<file path="config.mk">
export PLATFORM = sky130hd
export DESIGN_NAME = up_counter_ctrl
export DESIGN_NICKNAME = d
export VERILOG_FILES = /design/src/rtl/up_counter_ctrl.sv
export SDC_FILE = /design/constraint.sdc
export NUM_CORES = 1
export LEC_CHECK = 0
export ABC_AREA = 1
export CORE_ASPECT_RATIO = 1.25
export CORE_MARGIN = 1
export CORE_UTILIZATION = 42
export DETAILED_ROUTE_END_ITERATION = 10
export PLACE_DENSITY = 0.8
export SYNTH_ARGS = -nofsm -noshare
export SYNTH_HDL_FRONTEND = slang
export SYNTH_SLANG_ARGS = --single-unit
</file>
<file path="constraint.sdc">
create_clock -name clk -period 2.25 [get_ports clk]
set_clock_uncertainty 0.2 [all_clocks]
set_input_delay 0.45 -clock clk [delete_from_list [all_inputs] [get_ports clk]]
set_output_delay 0.45 -clock clk [all_outputs]
set_load 0.01 [all_outputs]
</file>
<file path="src/rtl/up_counter_ctrl.sv">
// Run controller sequencing a WIDTH-bit up counter through counting periods.
// Optional build macro CNT_PRESCALE_EN divides the count rate by PRESCALE.
module up_counter_ctrl #(
    parameter int WIDTH    = 3,
    parameter int PRESCALE = 4
) (
    input  logic             clk,
    input  logic             rst,
    input  logic             start,
    input  logic             stop,
    input  logic             pause,
    input  logic             auto_reload,
    input  logic [WIDTH-1:0] limit,
    output logic [WIDTH-1:0] count,
    output logic             busy,
    output logic             paused,
    output logic             done,
    output logic [3:0]       run_cnt
);

    typedef enum logic [1:0] {
        S_IDLE,
        S_RUN,
        S_HOLD,
        S_DONE
    } state_t;

    state_t           state_q, state_d;
    logic [WIDTH-1:0] count_q, count_d;
    logic [WIDTH-1:0] limit_q, limit_d;
    logic             done_q, done_d;
    logic [3:0]       run_cnt_q, run_cnt_d;
    logic             tick;
    logic             pre_adv;
    logic             pre_clr;

    always_comb begin
        state_d   = state_q;
        count_d   = count_q;
        limit_d   = limit_q;
        done_d    = 1'b0;
        run_cnt_d = run_cnt_q;
        pre_adv   = 1'b0;
        pre_clr   = 1'b0;
        if (stop) begin
            state_d = S_IDLE;
            count_d = '0;
            pre_clr = 1'b1;
        end else begin
            unique case (state_q)
                S_IDLE, S_DONE: begin
                    if (start) begin
                        state_d   = S_RUN;
                        count_d   = '0;
                        limit_d   = limit;
                        run_cnt_d = 4'd0;
                        pre_clr   = 1'b1;
                    end
                end
                S_RUN: begin
                    if (pause) begin
                        state_d = S_HOLD;
                    end else begin
                        pre_adv = 1'b1;
                        if (tick) begin
                            if (count_q != limit_q) begin
                                count_d = count_q + WIDTH'(1);
                            end else begin
                                done_d = 1'b1;
                                if (run_cnt_q != 4'd15) begin
                                    run_cnt_d = run_cnt_q + 4'd1;
                                end
                                // Reload wraps to zero; the counter never overflows.
                                if (auto_reload) begin
                                    count_d = '0;
                                end else begin
                                    state_d = S_DONE;
                                end
                            end
                        end
                    end
                end
                S_HOLD: begin
                    if (!pause) begin
                        state_d = S_RUN;
                    end
                end
                default: state_d = S_IDLE;
            endcase
        end
    end

`ifdef CNT_PRESCALE_EN
    localparam int PW = (PRESCALE > 2) ? $clog2(PRESCALE) : 1;
    localparam logic [PW-1:0] PRE_LAST = PW'(PRESCALE - 1);

    logic [PW-1:0] pre_q, pre_d;

    assign tick = (pre_q == PRE_LAST);

    always_comb begin
        pre_d = pre_q;
        if (pre_clr) begin
            pre_d = '0;
        end else if (pre_adv) begin
            pre_d = tick ? '0 : pre_q + PW'(1);
        end
    end

    always_ff @(posedge clk) begin
        if (!rst) begin
            pre_q <= '0;
        end else begin
            pre_q <= pre_d;
        end
    end
`else
    localparam int UNUSED_PRESCALE = PRESCALE;
    logic unused_pre;

    assign tick       = 1'b1;
    assign unused_pre = pre_adv ^ pre_clr;
`endif

    always_ff @(posedge clk) begin
        if (!rst) begin
            state_q   <= S_IDLE;
            count_q   <= '0;
            limit_q   <= '0;
            done_q    <= 1'b0;
            run_cnt_q <= 4'd0;
        end else begin
            state_q   <= state_d;
            count_q   <= count_d;
            limit_q   <= limit_d;
            done_q    <= done_d;
            run_cnt_q <= run_cnt_d;
        end
    end

    assign count   = count_q;
    assign busy    = (state_q == S_RUN) || (state_q == S_HOLD);
    assign paused  = (state_q == S_HOLD);
    assign done    = done_q;
    assign run_cnt = run_cnt_q;

endmodule

</file>
; Word level (Yosys, flattened, before mapping)
; Index checks and enable logic that the tools add are counted.
[totals]
ff_bits = 13
latch_bits = 0
mem_bits_rw = 0
romBits = 0
out_inout_bits = 10
mem_count = 0
[op_classes]
n_addsub = 2
n_mul = 0
div_mod_pow = 0
order_cmp = 0
eq_ne = 13
shift = 0
mux = 17
bitwise_logic = 3
n_reduce_logical = 10
[ops]
columns = op, count
row1 = $mux 4, 4
row2 = $mux 3, 4
row3 = $mux 2, 5
row4 = $ne 2x2->1 const B, 5
row5 = $ne 3x3->1 const B, 3
row6 = $pmux 4 s2, 1
row7 = $reduce_and 4->1, 2
row8 = $pmux 2 s3, 1
row9 = $pmux 3 s2, 1
row10 = $reduce_and 6->1, 1
row11 = $add 4x1->4 const B, 1
row12 = $eq 2x2->1 const B, 2
row13 = $ne 4x4->1 const B, 1
row14 = $reduce_or 2->1, 2
row15 = $reduce_or 4->1, 1
row16 = $add 3x1->3 const B, 1
row17 = $ne 3x3->1, 1
row18 = $not 1->1, 3
row19 = $reduce_and 3->1, 1
row20 = $eq 2x1->1 const B, 1
row21 = $logic_not 2->1, 1
row22 = $reduce_bool 2->1, 1
row23 = $logic_or 1x1->1, 1
row24 = $mux 1, 1

; Longest topological paths before layout
[depth]
word_depth = 5
mapped_depth = 10
mapped_depth_nobuf = 9

; Worst setup path before layout
; Ideal clock, no wire load.
[synth_path]
kind = flip-flop to flip-flop
start = register state_q[0]
end = register run_cnt_q[1], in the netlist run_cnt[1]
setup_ns = 0.113
t_arrival_ns = 1.309
t_required_ns = 1.937
slack_ns = 0.628
stages_incl_launch_ff = 9
path_cell_list = dfxtp_1 inv_1 ha_1 nand2_1 nand2_4 nor3_4 nand3_2 nor2_1 nor2_1
[synth_between]
elab_chain_cells = 4
word_cells_on_any_way = 11
cone_classes = eq/ne: 6 / mux: 1 / reduce/logical: 4
[synth_rtl]
columns = element, line_no
row1 = start: declaration, 28  ; state_t state_q, state_d;
row2 = start signal: assignment, 133  ; state_q <= state_d;
row3 = $eq 2x2->1 or $logic_not 2->1 (tied branches), 50  ; unique case (state_q)
row4 = $reduce_or 2->1, 50
row5 = $ne 2x2->1 (no source line) or $reduce_bool 2->1 (tied branches), --
row6 = $reduce_and 6->1 (no source line), --
row7 = end signal: assignment, 137  ; run_cnt_q <= run_cnt_d;
row8 = end: declaration, 32  ; logic [3:0] run_cnt_q, run_cnt_d;
; Parallel ways exist; a longest one is shown, timed or not.
; A chain may end at the register's enable or synchronous reset.

; Final worst setup path
[layout_path]
start = register state_q[0]
end = output paused
[layout_between]
elab_chain_cells = 1
[layout_rtl]
columns = element, line_no
row1 = $eq 2x2->1, 143  ; assign paused = (state_q == S_HOLD);
row2 = end: declaration, 16  ; output logic paused,
; Every way passes these cells.

==> summary.md <==
| Metric | Value |
|---|---|
| Vias/cell | about 5.2 |
| Register share of total power | approximately 46% |
| Critical Path End Type | output pin |
| Final Hold Vio Count | 0 |
| Routed wire length | around 1700 um |
| Filler cells | ~160 |
| CTS tree | built |
| Required time of the worst setup path | 1.60 ns |
| Gr usage total | between 10% and 20% |
| Vias in the first global route | between 600 and 700 |
| Width of the die | 41.0 um |
| Area after DPL | 1000 um2 |
| Antenna violations before repair | 0 |
| Hold Slack | around 0.28 ns |
| Placer Congestion | roughly 0.79 |
| Power Total | between 500 and 600 uW |
| H-tree levels | 1 |
| Dpl hpwl | ~1400 um |
| Leakage | between 0.4 and 0.5 nW |
| Synth Register Bits | 13 |
| CP cell instances | inv_1 > ha_1 > clkdlybuf4s50_1 |
| Power share of the clock group | a little over a quarter |
| Avg Cell Area, Syn | ~7 um2 |
| Synth area leader | dfxtp_1 |
| Final setup vio count | 0 |
| Crit path time final | around 2.1 ns |
| Chip height | roughly 51 um |
| Gate power share | 26.3% |
| Post-CTS Setup Inserts | 0 |
| DRT Pass-1 Iters | 4 |
| Port Buffers | 18 |
| Setup TNS | 0 ns |
| # Max-Cap Violations | 0 |
| P_sw | roughly 180 uW |
| Fmax | 482 MHz |
| Syn_nets | 126 |
| Final ANT Viol Nets | 0 |
| Clock buffer depth | 2 |
| GR Overflow Total | 0 |
| Inst Count DP | between 100 and 150 |
| Mux contribution to synthesized area | 0% |
| RSZ-0062 raised after global routing | false |
| Synth Area in Simple Gates | between 30% and 40% |
| Layout overhead on the synthesized area | 28.6% |
| Post-synth top area share | ~33% |
| Pwr/cell area | 546 nW/um2 |
| Drt wl/cell | between 10 and 15 um |
| Ratio of cells with drive above 1 in the final layout | a little over a tenth |
| Row count | 17 |
| Global-route wire length before repair | approximately 2700 um |
| Post-Synth XOR/XNOR Area | between 2 and 2.5% |
| Clock slew at reported path FFs | 0.09 ns |
| Design area | 1020 um2 |
| Cell-internal power | approximately 380 uW |
| Adder-cell share of the synthesized area | 7.85% |
| Largest net degree at the start of global routing | 12 |
| Max VDD drop | approximately 0.31 mV |
| Final-report max-slew violation count | 0 |
| Clock latency on the worst-skew pair | approximately 0.28 ns |
| Outcome | finished, final reports clean |
| Nets@finish | 149 |
| Worst Hold Class | reg -> reg |
| Post-synthesis cell count | 112 |
| Die area | around 2100 um2 |
| Post-synthesis cell area | roughly 800 um2 |
| Crit share post-route | between 90% and 100% |
| Routed via count | between 800 and 900 |
| Startpoint types | register |
| CP max FO | 3 |
| Slowest CP cell | clkdlybuf4s50_1 |
| Clock root cell | clkbuf_4 |
| Starting Density | 45.1% |
| Sw Ratio | 32.0% |
| Arr. time, crit path | around 1.4 ns |
| Largest family of logic cells by synthesized area | simple AND/OR/NAND/NOR gates |
| Largest stage delay on the critical path | around 0.54 ns |
| Compound-Gate Fraction of Synth Area | 11.6% |
| Post-synth cell types | 22 |
| Actual slew at the worst max-slew pin | about 0.34 ns |
| WS Path Type | reg -> out |
| CTS Buf Count | 3 |
| Residual DRC | 0 |
| Finished Layout Cells | 153 |
| Ranking of synthesized cells by area | dfxtp_1 33%, nand2_1 10%, ha_1 7.8% |
| Syn. warnings | 0 |
| Core ar. | about 1800 um2 |
| Sink Count | 13 |
| Sequential area share after synthesis | approximately 33% |
| IO Pins | 19 |
| Drt initial violations | 23 |
| Diode count | 0 |
| Slew headroom | between 70 and 80% |
[worst max-delay path, delay by kind of cell, from the launching register on]
family	cells	cell delay (ns)
buffers and inverters	2	0.64
flip-flops	1	0.32
adder cells (fa/ha/maj)	1	0.19
[repair_timing]
item	4_1_cts	5_1_grt
endpoints found under the setup margin	1	0
gates resized for setup	1	0
hold buffers	0	0
[area by class of cell]
| cell class | instances | area (um2) | area share (%) |
|---|---|---|---|
| Sequential cell | 13 | 260 | 25.4 |
| Inverter | 18 | 67.6 | 6.59 |
| Tap cell | 19 | 23.8 | 2.32 |
| Multi-Input combinational cell | 79 | 453 | 44.2 |
| Timing Repair Buffer | 20 | 194 | 18.9 |
| Clock buffer | 4 | 26.3 | 2.56 |
[metal layers]
layer  vias to the layer above  part of all wire, %  track usage, %  routed length (um)
met5                         -                    0               0                   0
met4                         0                  1.6            8.33                  27
met3                         4                  3.1            3.98                  54
met2                        18                   54            34.4                 935
met1                       362                   41            19.2                 716
li1                        419                    -               -                   -
[path summary, 6_finish.rpt]
path,depth (start not counted),slack [ns],end,startpoint
worst max-delay path,3,0.18,paused,state_q[0]
worst min-delay path,2,0.28,limit_q[2],limit_q[2]
worst max register to register,9,0.34,run_cnt[1],state_q[1]
worst min register to register,2,0.28,limit_q[2],limit_q[2]
[logic make-up (layout without fill, tap and decap cells)]
logic type,Yosys count,count (layout)
simple gates,55,55
buf+inv,20,42
compound gates,17,17
flops,13,13
fa+ha+maj,5,5
xor+xnor,2,2
[synthesized netlist by cell type]
cell type / n
xor2_1: 1
a21oi_1: 7
inv_2: 2
nand2_4: 2
o21ai_0: 5
nand3_2: 2
nor3_1: 1
buf_6: 1
nor3_4: 1
or2_2: 1
nand3_1: 8
xnor2_1: 1
nand4_1: 7
o211ai_1: 1
dfxtp_1: 13
nor2_1: 10
nand2_2: 1
nand2_1: 22
inv_1: 16
ha_1: 5
a31oi_1: 4
buf_2: 1
[metrics by stage]
step | utilization [%] | worst slack (ns)
after floorplan | - | 0.628
final | 58.0 | 0.176
after CTS | 58.0 | 0.159
after global placement | 56.6 | 0.279
after global routing | 58.0 | 0.121
after detailed placement | 56.6 | 0.230
[placed cells by master (no fill, tap or decap)]
cell,count
nand2_4,2
clkbuf_4,3
clkdlybuf4s50_1,17
a31oi_1,4
xor2_1,1
inv_2,2
clkbuf_1,1
buf_4,2
o211ai_1,1
nor2_1,10
o21ai_0,5
dfxtp_1,13
nand2_1,22
a21oi_1,7
nor3_1,1
nand4_1,7
inv_1,16
nand3_1,8
dlygate4sd2_1,1
ha_1,5
nand3_2,2
nand2_2,1
xnor2_1,1
nor3_4,1
or2_2,1
[power groups by stage]
stage / logic (mW) / registers [mW] / clock network [mW]
2_1_floorplan: 0.0910 / 0.265 / 0
3_3_place_gp: 0.145 / 0.263 / 0
3_5_place_dp: 0.149 / 0.264 / 0
4_1_cts: 0.148 / 0.259 / 0.157
5_1_grt: 0.164 / 0.262 / 0.166
6_report: 0.147 / 0.259 / 0.153
[sequential cells by signal, summed over array words and instances (netlist names)]
register  flops
done          1
run_cnt       4
limit_q       3
state_q       2
count         3
No activity file was read; power rests on OpenSTA's default activity.
